**src/rtl/xilinx_fifo_sync_ctrl_if.sv**
```systemverilog
// Valid/ready handshake bundle between the FIFO controller and its upstream/downstream users.
// master = user side (drives write data, consumes read data); slave = controller side.
interface xilinx_fifo_sync_ctrl_if #(
    parameter int DATA_WIDTH = 36
);
    logic                  S_VALID;
    logic                  S_READY;
    logic [DATA_WIDTH-1:0] S_DATA;
    logic                  M_VALID;
    logic                  M_READY;
    logic [DATA_WIDTH-1:0] M_DATA;

    modport master (
        output S_VALID, S_DATA, M_READY,
        input  S_READY, M_VALID, M_DATA
    );

    modport slave (
        input  S_VALID, S_DATA, M_READY,
        output S_READY, M_VALID, M_DATA
    );
endinterface

```
**src/rtl/xilinx_fifo_sync_ctrl.sv**
```systemverilog
// Reset sequencer and valid/ready adapter for a FIFO18E1/FIFO36E1 synchronous FIFO wrapper.
// Optional per-error saturating counters: define XILINX_FIFO_SYNC_CTRL_ERR_CNT_EN.
//
// state       | meaning
// ------------+------------------------------------------------------------
// ST_RST_HOLD | FIFO_RST driven high for RST_HOLD_CYCLES
// ST_WAIT     | FIFO_RST low, WREN/RDEN held low for RST_WAIT_CYCLES
// ST_RUN      | INIT_DONE high, handshakes active
module xilinx_fifo_sync_ctrl #(
    parameter int DATA_WIDTH      = 36,
    parameter int DO_REG          = 0,
    parameter int RST_HOLD_CYCLES = 5,
    parameter int RST_WAIT_CYCLES = 5
) (
    input  logic                   CLK,
    input  logic                   RST,
    input  logic                   FLUSH,
    xilinx_fifo_sync_ctrl_if.slave bus,
    output logic                   INIT_DONE,
    output logic                   ERR_STICKY,
    output logic [31:0]            ERR_COUNT,
    output logic                   FIFO_RST,
    output logic                   FIFO_WREN,
    output logic                   FIFO_RDEN,
    output logic [DATA_WIDTH-1:0]  FIFO_DI,
    input  logic [DATA_WIDTH-1:0]  FIFO_DO,
    input  logic                   FIFO_FULL,
    input  logic                   FIFO_EMPTY,
    input  logic                   FIFO_WRERR,
    input  logic                   FIFO_RDERR
);

    localparam int RL      = 1 + DO_REG;
    localparam int CNT_MAX = (RST_HOLD_CYCLES > RST_WAIT_CYCLES) ? RST_HOLD_CYCLES : RST_WAIT_CYCLES;
    localparam int CW      = $clog2(CNT_MAX);

    typedef enum logic [1:0] {
        ST_RST_HOLD = 2'd0,
        ST_WAIT     = 2'd1,
        ST_RUN      = 2'd2
    } state_t;

    state_t          state_q;
    logic [CW-1:0]   cnt_q;
    logic            fifo_rst_q;
    logic            init_done_q;

    always_ff @(posedge CLK or posedge RST) begin
        if (RST) begin
            state_q     <= ST_RST_HOLD;
            cnt_q       <= '0;
            fifo_rst_q  <= 1'b1;
            init_done_q <= 1'b0;
        end else if (FLUSH) begin
            state_q     <= ST_RST_HOLD;
            cnt_q       <= '0;
            fifo_rst_q  <= 1'b1;
            init_done_q <= 1'b0;
        end else begin
            case (state_q)
                ST_RST_HOLD: begin
                    if (cnt_q == CW'(RST_HOLD_CYCLES - 1)) begin
                        state_q    <= ST_WAIT;
                        cnt_q      <= '0;
                        fifo_rst_q <= 1'b0;
                    end else begin
                        cnt_q <= cnt_q + CW'(1);
                    end
                end
                ST_WAIT: begin
                    if (cnt_q == CW'(RST_WAIT_CYCLES - 1)) begin
                        state_q     <= ST_RUN;
                        cnt_q       <= '0;
                        init_done_q <= 1'b1;
                    end else begin
                        cnt_q <= cnt_q + CW'(1);
                    end
                end
                ST_RUN: begin
                    state_q <= ST_RUN;
                end
                default: begin
                    state_q     <= ST_RST_HOLD;
                    cnt_q       <= '0;
                    fifo_rst_q  <= 1'b1;
                    init_done_q <= 1'b0;
                end
            endcase
        end
    end

    assign FIFO_RST  = fifo_rst_q;
    assign INIT_DONE = init_done_q;

    // Write side: ready follows FULL directly so a write is never presented while full.
    assign bus.S_READY = init_done_q && !FIFO_FULL;
    assign FIFO_WREN   = bus.S_VALID && bus.S_READY;
    assign FIFO_DI     = bus.S_DATA;

    logic [DATA_WIDTH-1:0] skid_q [4];
    logic [1:0]            rd_ptr_q;
    logic [1:0]            wr_ptr_q;
    logic [2:0]            occ_q;
    logic [2:0]            occ_d;
    logic [RL-1:0]         infl_q;
    logic [RL-1:0]         infl_d;
    logic [2:0]            inflight;
    logic                  rden;
    logic                  cap;
    logic                  pop;

    always_comb begin
        inflight = '0;
        for (int i = 0; i < RL; i++) begin
            inflight = inflight + 3'(infl_q[i]);
        end
    end

    // Credit: words already buffered plus reads still in the RAM pipeline never exceed 4.
    assign rden      = init_done_q && !FIFO_EMPTY && ((occ_q + inflight) < 3'd4);
    assign FIFO_RDEN = rden;
    assign cap       = infl_q[RL-1];
    assign pop       = (occ_q != 3'd0) && bus.M_READY;

    assign infl_d = (infl_q << 1) | RL'(rden);
    assign occ_d  = occ_q + 3'(cap) - 3'(pop);

    always_ff @(posedge CLK or posedge RST) begin
        if (RST) begin
            infl_q   <= '0;
            rd_ptr_q <= '0;
            wr_ptr_q <= '0;
            occ_q    <= '0;
            for (int i = 0; i < 4; i++) begin
                skid_q[i] <= '0;
            end
        end else if (FLUSH) begin
            infl_q   <= '0;
            rd_ptr_q <= '0;
            wr_ptr_q <= '0;
            occ_q    <= '0;
        end else begin
            infl_q <= infl_d;
            occ_q  <= occ_d;
            if (cap) begin
                skid_q[wr_ptr_q] <= FIFO_DO;
                wr_ptr_q         <= wr_ptr_q + 2'd1;
            end
            if (pop) begin
                rd_ptr_q <= rd_ptr_q + 2'd1;
            end
        end
    end

    assign bus.M_VALID = (occ_q != 3'd0);
    assign bus.M_DATA  = skid_q[rd_ptr_q];

    logic err_sticky_q;

    always_ff @(posedge CLK or posedge RST) begin
        if (RST) begin
            err_sticky_q <= 1'b0;
        end else if (FLUSH) begin
            err_sticky_q <= 1'b0;
        end else if (FIFO_WRERR || FIFO_RDERR) begin
            err_sticky_q <= 1'b1;
        end
    end

    assign ERR_STICKY = err_sticky_q;

`ifdef XILINX_FIFO_SYNC_CTRL_ERR_CNT_EN
    logic [15:0] wrerr_cnt_q;
    logic [15:0] rderr_cnt_q;

    always_ff @(posedge CLK or posedge RST) begin
        if (RST) begin
            wrerr_cnt_q <= '0;
            rderr_cnt_q <= '0;
        end else if (FLUSH) begin
            wrerr_cnt_q <= '0;
            rderr_cnt_q <= '0;
        end else begin
            if (FIFO_WRERR && (wrerr_cnt_q != 16'hFFFF)) begin
                wrerr_cnt_q <= wrerr_cnt_q + 16'd1;
            end
            if (FIFO_RDERR && (rderr_cnt_q != 16'hFFFF)) begin
                rderr_cnt_q <= rderr_cnt_q + 16'd1;
            end
        end
    end

    assign ERR_COUNT = {wrerr_cnt_q, rderr_cnt_q};
`else
    assign ERR_COUNT = 32'd0;
`endif

    skid_no_overflow: assert property (@(posedge CLK) disable iff (RST)
        !(cap && !pop && (occ_q == 3'd4)));

    no_write_when_full: assert property (@(posedge CLK) disable iff (RST)
        !(FIFO_WREN && FIFO_FULL));

    no_read_when_empty: assert property (@(posedge CLK) disable iff (RST)
        !(FIFO_RDEN && FIFO_EMPTY));

endmodule

```
**src/flat_wrapper.sv**
```systemverilog
// flat-port wrapper written by rule: the top's interface ports become plain ports
module xilinx_fifo_sync_ctrl_flat 
#(
    parameter int DATA_WIDTH      = 36,
    parameter int DO_REG          = 0,
    parameter int RST_HOLD_CYCLES = 5,
    parameter int RST_WAIT_CYCLES = 5
)
  (CLK, RST, FLUSH, INIT_DONE, ERR_STICKY, ERR_COUNT, FIFO_RST, FIFO_WREN, FIFO_RDEN, FIFO_DI, FIFO_DO, FIFO_FULL, FIFO_EMPTY, FIFO_WRERR, FIFO_RDERR, bus_S_VALID, bus_S_DATA, bus_M_READY, bus_S_READY, bus_M_VALID, bus_M_DATA);
  xilinx_fifo_sync_ctrl_if #(.DATA_WIDTH(DATA_WIDTH)) bus_i ();
  input  logic CLK;
  input  logic RST;
  input  logic FLUSH;
  output logic INIT_DONE;
  output logic ERR_STICKY;
  output logic [31:0] ERR_COUNT;
  output logic FIFO_RST;
  output logic FIFO_WREN;
  output logic FIFO_RDEN;
  output logic [DATA_WIDTH-1:0] FIFO_DI;
  input  logic [DATA_WIDTH-1:0] FIFO_DO;
  input  logic FIFO_FULL;
  input  logic FIFO_EMPTY;
  input  logic FIFO_WRERR;
  input  logic FIFO_RDERR;
  input wire logic [$bits(bus_i.S_VALID)-1:0] bus_S_VALID;
  input wire logic [$bits(bus_i.S_DATA)-1:0] bus_S_DATA;
  input wire logic [$bits(bus_i.M_READY)-1:0] bus_M_READY;
  output wire logic [$bits(bus_i.S_READY)-1:0] bus_S_READY;
  output wire logic [$bits(bus_i.M_VALID)-1:0] bus_M_VALID;
  output wire logic [$bits(bus_i.M_DATA)-1:0] bus_M_DATA;
  assign bus_i.S_VALID = bus_S_VALID;
  assign bus_i.S_DATA = bus_S_DATA;
  assign bus_i.M_READY = bus_M_READY;
  assign bus_S_READY = bus_i.S_READY;
  assign bus_M_VALID = bus_i.M_VALID;
  assign bus_M_DATA = bus_i.M_DATA;
  xilinx_fifo_sync_ctrl #(.DATA_WIDTH(DATA_WIDTH), .DO_REG(DO_REG), .RST_HOLD_CYCLES(RST_HOLD_CYCLES), .RST_WAIT_CYCLES(RST_WAIT_CYCLES)) u_core (.CLK(CLK), .RST(RST), .FLUSH(FLUSH), .bus(bus_i), .INIT_DONE(INIT_DONE), .ERR_STICKY(ERR_STICKY), .ERR_COUNT(ERR_COUNT), .FIFO_RST(FIFO_RST), .FIFO_WREN(FIFO_WREN), .FIFO_RDEN(FIFO_RDEN), .FIFO_DI(FIFO_DI), .FIFO_DO(FIFO_DO), .FIFO_FULL(FIFO_FULL), .FIFO_EMPTY(FIFO_EMPTY), .FIFO_WRERR(FIFO_WRERR), .FIFO_RDERR(FIFO_RDERR));
endmodule
```
**config.mk**
```make
export PLATFORM = sky130hd
export DESIGN_NAME = xilinx_fifo_sync_ctrl_flat
export DESIGN_NICKNAME = d
export VERILOG_FILES = /design/src/rtl/xilinx_fifo_sync_ctrl_if.sv /design/src/rtl/xilinx_fifo_sync_ctrl.sv /design/src/flat_wrapper.sv
export SDC_FILE = /design/constraint.sdc
export NUM_CORES = 1
export LEC_CHECK = 0
export ABC_CLOCK_PERIOD_IN_PS = 7200
export CORE_ASPECT_RATIO = 1.75
export CORE_UTILIZATION = 31
export CTS_CLUSTER_SIZE = 14
export DETAILED_ROUTE_END_ITERATION = 12
export PLACE_DENSITY_LB_ADDON = 0.25
export SLEW_MARGIN = 20
export SYNTH_ARGS = -nofsm -noshare
export SYNTH_HDL_FRONTEND = slang
export SYNTH_SLANG_ARGS = --single-unit
```
**constraint.sdc**
```tcl
create_clock -name CLK -period 7.2 [get_ports CLK]
set_input_delay 0.72 -clock CLK [delete_from_list [all_inputs] [get_ports CLK]]
set_output_delay 0.72 -clock CLK [all_outputs]
set_load 0.02 [all_outputs]
```
==> implementation parameters <==
Parameter                              Value

Synth
  Netlist Area Pre-Place ... 8280 um2
  Arithmetic-cell share of the synthesized area counting full adders, half adders and majority gates ... 1.96%
  Simple logic cell fraction of the synthesized area ... 2.98%
  Total of warnings raised by yosys ... 0
  Post-synthesis sequential element count ... 160
  Mean post-synth cell area ... 16.3 um2
  Dominant synthesized flop cell ... dfrtp_1
  Synth cell types ... 34
  Multiplexer share of the synthesized area ... 34.9%
  XOR/XNOR share of the synthesized area ... 0.529%
  Dominant combinational cell family by area after synthesis ... multiplexers
  Post-synthesis sequential area ratio ... 48.4%
  Number of synthesized flops with an enable pin ... 0
  Syn Inst Count ... 509
  Compound-cell area share of the yosys netlist ... 0.892%
  Async set-reset flop share out of synthesis ... 100%

Floorplanning
  Placement Rows ... 78
  Core Footprint ... 26100 um2
  Die boundary height ... 218 um
  Die X-Extent ... 126 um
  Starting density of the core ... 31.8%
  Floorplan die area ... 27400 um2
  I/O pin count ... 192

Power and ir drop
  Internal power ... 1.55 mW
  Fraction of power consumed by the clock network ... 42.6%
  Cell Pwr Density ... 216 nW/um2
  Leakage power total ... 4.66 nW
  Net Sw Power ... 0.491 mW
  Power share of the sequential group ... 45.9%
  Comb power frac ... 11.5%
  Fraction of power spent switching nets ... 24.0%
  Worst IR drop on VDD ... 0.150 mV

Detailed routing
  Aggregate routed wire length ... 16900 um
  First-iteration detailed-routing DRC count ... 207
  Total vias in the final route ... 4125
  Routed wirelength normalized by instance count ... 19.0 um
  Final routed DRC violation total ... 4
  Via density ... 4.64
  Number of routed nets with antenna violations ... 0
  First-pass iteration count of the detailed router ... 8

GRT
  All-layer global routing usage ... 13.2%
  Largest net degree at the start of global routing ... 90
  Global-route wire length before repair ... 27200 um
  Number of global-route vias before repair ... 4821
  Total overflow reported by the global router ... 0
  Number of antenna violations at the first check in global routing ... 0

Clocking
  Buffer type at the clock tree root ... clkbuf_16
  Register clock-pin slew on the reported worst setup and hold paths ... 0.06 ns
  Clock buffers created by TritonCTS ... 17
  Maximum clock insertion buffer count ... 2
  Total clock sinks ... 160
  CTS tree ... built
  Clock insertion delay at the later pin of the skew report ... 0.43 ns
  CTS-repair resized insts ... 0
  Setup repair bufs after CTS ... 0
  H-tree levels ... 4
  Post-cts hold buffer count ... 0

STA
  Final worst clock skew ... 0.00454 ns
  Rel. slew slack ... 25.8%
  Transition at the pin with the smallest max-transition slack ... 1.11 ns
  F_max ... 296 MHz
  Unrepaired setup endpoints after global routing ... false
  Post-route worst hold slack ... 0.495 ns
  Final count of hold timing violations ... 0
  Post-Route Setup TNS ... 0 ns
  Period Utilization, post-route ... 47.0%
  Fin. max-slew vios ... 0
  Final critical path time including I/O delays and setup ... 3.38 ns
  Setup violators final ... 0

Run
  Max-Cap Viols ... 0

Final layout
  Fraction of final layout cells with drive strength greater than 1 ... 38.8%
  Synth-to-Final Area Change ... 14.1%
  Diode count ... 0
  Core utilization of the finished layout ... 36.2%
  Number of nets in the layout ... 652

Setup path
  Worst Setup SP ... u_core.rd_ptr_q[0]
  Biggest fanout along the worst timing path ... 36
  Critical path capture point ... bus_M_DATA[28]
  Worst Path Buf+Inv ... 2
  CP startpoint kind ... register
  Crit-path cells ... buf_4 -> mux4_2 -> clkdlybuf4s50_1
  Setup slack on the worst flop-to-flop path ... 5.09 ns
  Slowest cell on crit path ... mux4_2
  CP peak stage delay ... 0.64 ns
  R2r worst-path depth ... 3
  Path length in cells of the critical path ... 3
  Category of cells accounting for the largest share of critical-path delay ... buffers and inverters
  Worst endpoint required time ... 6.48 ns
  Launching point of the worst reg2reg path ... u_core.cap
  Worst setup path category ... register to output pin
  Data arrival at the endpoint of the critical path ... 2.66 ns
  Critical Path End Type ... output pin
  Critical R2R Capture ... u_core.skid_q[85]

Status
  Violations in the final reports ... DRC
  Outcome ... finished, violations left

Placement
  Detail Placement HPWL ... 10700 um
  Placer's final routability congestion estimate ... 0.715
  Number of buffers inserted by port buffering ... 87

Hold path
  Classification of the worst-slack hold path ... register to register
[worst register-to-register path: cells and delay by family, from the launching register on]
kind	cells	cell delay (ns)
AND/OR/NAND/NOR	2	1.14
flip-flops	1	0.42
multiplexers	1	0.44
[per-stage QoR]
| step | cells | cell area (um2) | total power [mW] | worst slack, ns |
|---|---|---|---|---|
| after floorplan | 540 | 8390 | 1.15 | 2.16 |
| after global placement | 859 | 8880 | 1.19 | 4.04 |
| after detailed placement | 859 | 8880 | 1.20 | 3.94 |
| after CTS | 889 | 9440 | 2.08 | 3.70 |
| after global routing | 889 | 9440 | 2.14 | 3.65 |
| final | 889 | 9440 | 2.04 | 3.82 |
[how the worst min path moves through the flow]
stage                                 start           endpoint  slack (ns)  cells past startpoint
after floorplan           u_core.skid_q[65]  u_core.skid_q[65]        0.47                      1
after global placement      u_core.FIFO_RST    u_core.FIFO_RST        0.48                      2
after detailed placement    u_core.FIFO_RST    u_core.FIFO_RST        0.48                      2
after CTS                   u_core.FIFO_RST    u_core.FIFO_RST        0.50                      2
after global routing      u_core.skid_q[64]  u_core.skid_q[64]        0.52                      1
final                       u_core.FIFO_RST    u_core.FIFO_RST        0.50                      2
[Yosys cell counts, drive strengths merged (3+ instances only)]
cell type,n,area [um2]
nor3,3,15.0
o21ai,4,20.0
xnor2,3,26.3
nor3b,3,22.5
and2,3,18.8
ha,13,163
buf,88,805
dfrtp,159,3980
mux4,36,811
a21oi,3,15.0
nor2,12,45.0
nand2,9,98.9
mux2,144,2070
nor2b,3,21.3
inv,10,37.5
[logic make-up after synthesis]
group                    count (synthesis)
adder cells (fa/ha/maj)                 13
multiplexers                           181
AO/OA/AOI/OAI                           12
buffers and inverters                  100
flip-flops                             160
other                                    1
XOR/XNOR                                 5
AND/OR/NAND/NOR                         37
[cell type report]
class,count,area [um2]
Clock inverter,6,55.1
Multi-Input combinational cell,280,3540
Inverter,10,42.5
Sequential cell,160,4010
Tap cell,320,400
Fill cell,2453,16600
Timing Repair Buffer,89,886
Clock buffer,24,512
[power groups by stage]
stage / Sequential, mW / Clock, mW / Combinational [mW]
after floorplan: 0.944 / 0 / 0.204
after global placement: 0.953 / 0 / 0.237
after detailed placement: 0.955 / 0 / 0.241
after CTS: 0.939 / 0.898 / 0.243
after global routing: 0.941 / 0.938 / 0.258
final: 0.938 / 0.870 / 0.235
[routing by layer]
layer	track usage, %	part of all wire [%]	vias to the layer above
met5	0	0	-
met4	5.73	2.1	0
met3	3.70	4.2	27
met2	24.1	55	104
met1	14.1	39	2199
li1	-	-	1795
[state kept, by name, indices dropped and copies added, names as in the netlist]
name,cells
u_core.cap,1
u_core.rd_ptr_q,2
u_core.skid_q,144
u_core.wr_ptr_q,2
u_core.cnt_q,3
u_core.ERR_STICKY,1
u_core.occ_q,3
u_core.state_q,2
u_core.INIT_DONE,1
u_core.FIFO_RST,1
[placed cells by master, fill, tap and decap left out, types with 6 or more instances in the layout]
cell | synthesis | layout
conb_1 | 1 | 32
mux2_4 | 120 | 120
dfrtp_1 | 159 | 157
clkbuf_16 | 0 | 17
nor2_1 | 12 | 12
mux4_2 | 36 | 36
inv_1 | 10 | 9
clkbuf_8 | 0 | 6
clkdlybuf4s50_1 | 0 | 87
mux2_2 | 24 | 24
ha_1 | 13 | 13
(Power assumes the default switching activity.)
